===== config.mk =====
export PLATFORM = sky130hd
export DESIGN_NAME = serial_frame_rx
export DESIGN_NICKNAME = d
export VERILOG_FILES = /design/src/rtl/serial_frame_pkg.sv /design/src/rtl/sipo_shift_reg.sv /design/src/rtl/serial_frame_rx.sv
export SDC_FILE = /design/constraint.sdc
export NUM_CORES = 1
export LEC_CHECK = 0
export CORE_UTILIZATION = 30
export CTS_CLUSTER_SIZE = 14
export DETAILED_ROUTE_END_ITERATION = 8
export DONT_BUFFER_PORTS = 1
export PLACE_DENSITY = 0.46
export SYNTH_ARGS = -nofsm -noshare
export SYNTH_HDL_FRONTEND = slang
export SYNTH_SLANG_ARGS = --single-unit

===== constraint.sdc =====
create_clock -name Clk -period 4.32 [get_ports Clk]
set_input_delay 1.296 -clock Clk [delete_from_list [all_inputs] [get_ports Clk]]
set_output_delay 1.296 -clock Clk [all_outputs]
set_load 0.005 [all_outputs]

===== src/rtl/serial_frame_pkg.sv =====
// Shared types and default parameters for the serial frame receiver.
// Holds the FSM state encoding and the frame-count width used by the top level.
package serial_frame_pkg;

    typedef enum logic [1:0] {
        ST_HUNT = 2'd0,
        ST_DATA = 2'd1,
        ST_PAR  = 2'd2
    } state_t;

    localparam int          DEF_DATA_W   = 8;
    localparam int          DEF_SYNC_W   = 4;
    localparam logic [3:0]  DEF_SYNC_PAT = 4'b1101;
    localparam int          FRAME_CNT_W  = 8;

endpackage


===== src/rtl/sipo_shift_reg.sv =====
// Serial-in/parallel-out shift register, newest bit enters at the LSB.
// One-cycle update per enabled edge; reset and clear are synchronous and win over enable.
module sipo_shift_reg #(
    parameter int W = 8
) (
    input  logic         i_clk,
    input  logic         i_rst,
    input  logic         i_clr,
    input  logic         i_en,
    input  logic         i_din,
    output logic [W-1:0] o_dat
);

    logic [W-1:0] r_sh;

    always_ff @(posedge i_clk) begin
        if (i_rst || i_clr) begin
            r_sh <= '0;
        end else if (i_en) begin
            r_sh <= {r_sh[W-2:0], i_din};
        end
    end

    assign o_dat = r_sh;

endmodule


===== src/rtl/serial_frame_rx.sv =====
// Serial frame receiver: sliding sync hunt, MSB-first data word, even-parity check, good-frame count.
// Outputs register on the edge sampling the parity bit; no backpressure, En=0 simply freezes progress.
module serial_frame_rx
    import serial_frame_pkg::*;
#(
    parameter int                DATA_W   = DEF_DATA_W,
    parameter int                SYNC_W   = DEF_SYNC_W,
    parameter logic [SYNC_W-1:0] SYNC_PAT = SYNC_W'(DEF_SYNC_PAT)
) (
    input  logic                   Clk,
    input  logic                   Reset,
    input  logic                   Din,
    input  logic                   En,
    output logic [DATA_W-1:0]      Dout,
    output logic                   Valid,
    output logic                   ParErr,
    output logic                   Busy,
    output logic [FRAME_CNT_W-1:0] FrameCnt
);

    localparam int FILL_W = $clog2(SYNC_W + 1);
    localparam int CNT_W  = $clog2(DATA_W + 1);

    localparam logic [FILL_W-1:0]      FILL_MAX = FILL_W'(SYNC_W);
    localparam logic [FILL_W-1:0]      FILL_ONE = FILL_W'(1);
    localparam logic [CNT_W-1:0]       BIT_LAST = CNT_W'(DATA_W - 1);
    localparam logic [CNT_W-1:0]       BIT_ONE  = CNT_W'(1);
    localparam logic [FRAME_CNT_W-1:0] FCNT_ONE = FRAME_CNT_W'(1);

    // The bit shifted out of the window's MSB is ignored by masking it off.
    localparam logic [SYNC_W:0] HIT_MASK = {1'b0, {SYNC_W{1'b1}}};
    localparam logic [SYNC_W:0] HIT_PAT  = {1'b0, SYNC_PAT};

    state_t                   r_state;
    state_t                   w_state_nxt;
    logic [FILL_W-1:0]        r_fill;
    logic [FILL_W-1:0]        w_fill_nxt;
    logic [CNT_W-1:0]         r_bit_cnt;
    logic [DATA_W-1:0]        r_dout;
    logic                     r_valid;
    logic                     r_par_err;
    logic [FRAME_CNT_W-1:0]   r_frame_cnt;

    logic                     w_hunt_step;
    logic                     w_data_step;
    logic                     w_par_step;
    logic                     w_sync_hit;
    logic                     w_data_last;
    logic                     w_par_err;
    logic                     w_busy;
    logic [SYNC_W-1:0]        w_win;
    logic [DATA_W-1:0]        w_dat;

    assign w_hunt_step = En && (r_state == ST_HUNT);
    assign w_data_step = En && (r_state == ST_DATA);
    assign w_par_step  = En && (r_state == ST_PAR);

    sipo_shift_reg #(.W(SYNC_W)) u_sync_win (
        .i_clk (Clk),
        .i_rst (Reset),
        .i_clr (w_par_step),
        .i_en  (w_hunt_step),
        .i_din (Din),
        .o_dat (w_win)
    );

    sipo_shift_reg #(.W(DATA_W)) u_data_sh (
        .i_clk (Clk),
        .i_rst (Reset),
        .i_clr (1'b0),
        .i_en  (w_data_step),
        .i_din (Din),
        .o_dat (w_dat)
    );

    assign w_fill_nxt  = (r_fill == FILL_MAX) ? r_fill : (r_fill + FILL_ONE);
    assign w_sync_hit  = w_hunt_step && (w_fill_nxt == FILL_MAX) &&
                         (({w_win, Din} & HIT_MASK) == HIT_PAT);
    assign w_data_last = w_data_step && (r_bit_cnt == BIT_LAST);
    assign w_par_err   = ^{w_dat, Din};

    always_ff @(posedge Clk) begin
        if (Reset) begin
            r_state <= ST_HUNT;
        end else begin
            r_state <= w_state_nxt;
        end
    end

    always_comb begin
        w_state_nxt = r_state;
        case (r_state)
            ST_HUNT: if (w_sync_hit)  w_state_nxt = ST_DATA;
            ST_DATA: if (w_data_last) w_state_nxt = ST_PAR;
            ST_PAR:  if (En)          w_state_nxt = ST_HUNT;
            default:                  w_state_nxt = ST_HUNT;
        endcase
    end

    always_comb begin
        w_busy = 1'b0;
        if ((r_state == ST_DATA) || (r_state == ST_PAR)) begin
            w_busy = 1'b1;
        end
    end

    // Fill restarts after every frame so sync never borrows bits from old data.
    always_ff @(posedge Clk) begin
        if (Reset) begin
            r_fill    <= '0;
            r_bit_cnt <= '0;
        end else begin
            if (w_par_step) begin
                r_fill <= '0;
            end else if (w_hunt_step) begin
                r_fill <= w_fill_nxt;
            end

            if (w_sync_hit) begin
                r_bit_cnt <= '0;
            end else if (w_data_step) begin
                r_bit_cnt <= r_bit_cnt + BIT_ONE;
            end
        end
    end

    always_ff @(posedge Clk) begin
        if (Reset) begin
            r_dout      <= '0;
            r_valid     <= 1'b0;
            r_par_err   <= 1'b0;
            r_frame_cnt <= '0;
        end else begin
            r_valid   <= w_par_step;
            r_par_err <= w_par_step && w_par_err;
            if (w_par_step) begin
                r_dout <= w_dat;
                if (!w_par_err) begin
                    r_frame_cnt <= r_frame_cnt + FCNT_ONE;
                end
            end
        end
    end

    assign Dout     = r_dout;
    assign Valid    = r_valid;
    assign ParErr   = r_par_err;
    assign Busy     = w_busy;
    assign FrameCnt = r_frame_cnt;

endmodule


# Word level (Yosys, flattened, before mapping)
# Cells that the tools add are included.
# word_totals
register_bits	38
latch_bits	0
ram_bits	0
mem_bits_ro	0
output_inout_bits	19
wordCells	43
memories	0
# classes
addsub	3
multipliers	0
n_div	0
order_cmp	0
n_eq_ne	9
shifts	0
n_mux	6
bitwise	1
reduce_logical	15
# op_table
cell	n
$reduce_xor 9->1	1
$add 8x1->8 const B	1
$logic_and 1x1->1	7
$eq 3x3->1 const B	2
$mux 2	3
$ne 2x2->1 const B	3
$pmux 2 s3	1
$add 4x1->4 const B	1
$eq 4x3->1 const B	1
$eq 4x4->1 const B	1
$reduce_or 2->1	2
$add 3x1->3 const B	1
$mux 3	1
$reduce_and 3->1	1
$eq 2x1->1 const B	1
$eq 2x2->1 const B	1
$logic_not 2->1	1
$logic_or 1x1->1	2
$reduce_and 2->1	1
$mux 1	1
$not 1->1	1

# Longest topological paths before layout
# logic_depth
ltp_word	7
mapped_depth	7
mapped_depth_nobuf	7

# Modules after synthesis
# Synthesis repeated with hierarchy kept, for this count alone.
# unflattened
cells_unflattened	194
hier_area_um2	1786.7
# modules_own_cells
mod	n_inst	cells_each	area_each_um2	seq_area_each_um2
serial_frame_rx	1	154	1346.3	540.5
sipo_shift_reg at u_data_sh	1	27	295.3	160.2
sipo_shift_reg at u_sync_win	1	13	145.1	80.1

# Worst setup path after synthesis
# No wires, ideal clock.
# synth_path
kind	input port to flip-flop
startpoint	input port Din
endpoint	register r_frame_cnt[4], in the netlist FrameCnt[4]
setup_time_ps	121
arrival_ps	2602
t_required_ps	4199
setup_slack_ps	1597
path_stages	5
cell_sequence	xnor2_1 -> xnor3_2 -> xnor2_2 -> nor4_1 -> mux2_2
# synth_via
elab_chain_len	3
# synth_rtl
element	line_no	rtl
start: declaration	serial_frame_rx.sv:12	input logic Din,
$reduce_xor 9->1	serial_frame_rx.sv:80	assign w_par_err = ^{w_dat, Din};
$not 1->1 (no line)	--	
$reduce_and 2->1 (no line)	--	
end signal: assignment	serial_frame_rx.sv:139	r_frame_cnt <= r_frame_cnt + FCNT_ONE;
end: declaration	serial_frame_rx.sv:42	logic [FRAME_CNT_W-1:0] r_frame_cnt;
# No other way between the ends.
# A chain may end at the register's enable or synchronous reset.

# Worst setup path in the final report
# Ends and elaborated chain as after synthesis.

==> flow_metrics.tcl <==
set metrics [dict create \
    num_vias 1348 \
    chipWidth_um 78.1 \
    maxClockFrequency_mhz 387 \
    start_util_pct 31.4 \
    tightest_slew_ns 0.608 \
    yosys_most_used_dff "dfxtp_1" \
    synth_seq_cells 38 \
    finalCriticalPeriod_ns 2.58 \
    port_buffers 0 \
    syn2layout_area_growth_pct 8.21 \
    syn_area_mm2 0.00174 \
    leakage_uw 0.000641 \
    grt.total_usage_pct 12.1 \
    vias_per_cell 4.88 \
    clockBufferDepth 2 \
    drc 0 \
    slew_violations 0 \
    grt_antenna_before_repair 0 \
    nets 216 \
    n_antenna_cell 0 \
    max_slew_margin_pct 59.4 \
    pwr-share-seq_pct 56.5 \
    core.rowCount 27 \
    grt_max_degree 33 \
    top_layer "met4" \
    period_share_pct 59.8 \
    globalplace.congestion 0.723 \
    hpwl_um 2260 \
    p_int_uw 491 \
    overflow 0 \
    fin_setup_tns_ns 0 \
    synthArstFlopShare_pct 0 \
    synth_nets 217 \
    core_mm2 0.00554 \
    whs_ns 0.465 \
    met3_wirelength_um 200 \
    fill_cells 596 \
    ir_worst_vdd_mv 0.0973 \
    wl_met2_um 1540 \
    grt_pass1_wl_um 5750 \
    worstSetupPathType "input port to register" \
    num_io_pins 23 \
    final_hold_viol_count 0 \
    cts_tree "yes" \
    path_max_fanout 15 \
    die_h_um 78.1 \
    status "finished clean" \
    htree_levels 2 \
    clkSlewWorstSetupHoldPaths_ns 0.08 \
    endpoint_kind "register" \
    yosys-top-cells-area "dfxtp_1, nand2_1, a21oi_1, ha_1, xnor2_1" \
    seq_area_frac_synth_pct 43.8 \
    cp.arrival_ns 2.77 \
    drive_above_1_share_pct 6.37 \
    postRouteAntennaNets 0 \
    path_cells "xnor2_1 > xnor3_2 > xnor2_2 > nor4_1 > mux2_2" \
    drt-met1-wl_um 1560 \
    drt_iter0_drc 37 \
    firstDrtPassIters 5 \
    crit_family "XOR/XNOR gates" \
    clk_latency_ns 0.29 \
    pwr-share-clk_pct 40.5 \
    wl_um 3370 \
    grt_pass1_vias 1214 \
    clkSinkCount 38 \
    yosys.area.top_type "dfxtp_1" \
    synth-edff-count 0 \
    rsz0062_at_grt "no" \
    synthCells 204 \
    max-cap-violations 0 \
    crit_required_ns 4.51 \
    slowest_stage "xnor3_2" \
    avgSynthCellArea_um2 8.52 \
    numCtsBuffers 5 \
    wl_per_cell_um 12.2 \
    power.density_mw_per_mm2 335 \
    hold_path_class "register to register" \
    setup_viol 0 \
    ys_types 34 \
    yosys.area.top_type_share_pct 43.8 \
    ctsHoldBuffers 0 \
    crit_buf_inv 0 \
    ys_warn_count 0 \
    post_cts_buffers 0 \
    cts_resized 0 \
    die_area_mm2 0.00610 \
    combPwrFrac_pct 3.0 \
    startpoint_type "input port" \
    p_sw_share_pct 22.1 \
    cts_root_buf "clkbuf_8" \
    max_stage_delay_ns 0.38 \
    skew_ns 0.0105 \
    power_switching_uw 139 \
]
[synth_stat cells (4+ instances only)]
cell type   n
nand2_1    46
dfxtp_1    38
a21oi_1    30
nor2_1     10
ha_1        9
inv_1       8
o21ai_0     6
xnor2_1     6
nand3_1     4
nand4_1     4
[flip-flops by register name, indices dropped and copies added, names as in the netlist]
name,flops
r_state,2
u_sync_win.o_dat,3
Dout,8
ParErr,1
FrameCnt,8
r_fill,3
r_bit_cnt,4
u_data_sh.o_dat,8
Valid,1
[logic make-up (layout without fill, tap and decap cells)]
kind of cell / after synthesis / count (layout) / share of synthesized area, %
buffers and inverters: 16 / 16 / 3.96
AO/OA/AOI/OAI: 43 / 43 / 13.5
multiplexers: 2 / 2 / 1.30
XOR/XNOR: 12 / 12 / 8.42
AND/OR/NAND/NOR: 84 / 84 / 22.6
adder cells (fa/ha/maj): 9 / 9 / 6.48
flip-flops: 38 / 38 / 43.8
[worst register-to-register path: cells and delay by family, from the launching register on]
kind,cells,cell delay [ns]
xor gates and xnor gates,3,0.93
DFF,1,0.38
muxes,1,0.37
and+or+nand+nor,1,0.31
[area by class of cell]
class                      count  area, µm²  area share (%)
tap                           72       90.1            4.79
clock inverter                 1       5.00           0.266
clock buffer                   7       86.3            4.59
inverter                       8       30.0            1.60
multi-input combinational    150        908            48.3
sequential                    38        761            40.5
[layer usage]
metal | track usage, % | vias to the layer above
li1 | - | 693
met1 | 14.8 | 624
met2 | 18.4 | 25
met3 | 5.00 | 6
met4 | 5.56 | 0
met5 | 0 | -
[placed cells by master, fill, tap and decap left out, types with 4 or more instances in the layout]
cell type / synthesis / routed
nand2_1: 46 / 46
dfxtp_1: 38 / 38
a21oi_1: 30 / 30
nor2_1: 10 / 10
ha_1: 9 / 9
inv_1: 8 / 8
xnor2_1: 6 / 6
o21ai_0: 6 / 6
clkbuf_8: 0 / 6
nand3_1: 4 / 4
nand4_1: 4 / 4
[power groups by stage]
stage / Combinational [µW] / Clock [µW] / Sequential [µW]
3_5_place_dp: 18.8 / 0 / 364
2_1_floorplan: 21.5 / 0 / 363
5_1_grt: 21.3 / 286 / 357
4_1_cts: 19.0 / 266 / 356
3_3_place_gp: 19.2 / 0 / 364
6_report: 18.9 / 255 / 356
[worst paths after layout]
path                                       to  slack (ns)                        startpoint  cells after the start
max                  FrameCnt[4]$_SDFFE_PP0P_        1.74                               Din                      5
min          u_sync_win.o_dat[2]$_SDFFE_PP0P_        0.47  u_sync_win.o_dat[2]$_SDFFE_PP0P_                      2
max reg2reg          FrameCnt[4]$_SDFFE_PP0P_        2.23   u_data_sh.o_dat[4]$_SDFFE_PP0P_                      5
min reg2reg  u_sync_win.o_dat[2]$_SDFFE_PP0P_        0.47  u_sync_win.o_dat[2]$_SDFFE_PP0P_                      2
[stage by stage]
step                      power (µW)  cells  setup slack [ns]  cell area (µm²)  util [%]
final                            630    276              1.74             1880      33.9
after global placement           383    268              1.44             1790      32.3
after floorplan                  385    204              1.60             1740         -
after detailed placement         383    268              1.42             1790      32.3
after global routing             663    276              1.64             1880      33.9
after CTS                        640    276              1.73             1880      33.9
Power figures use the tool's default switching activity.
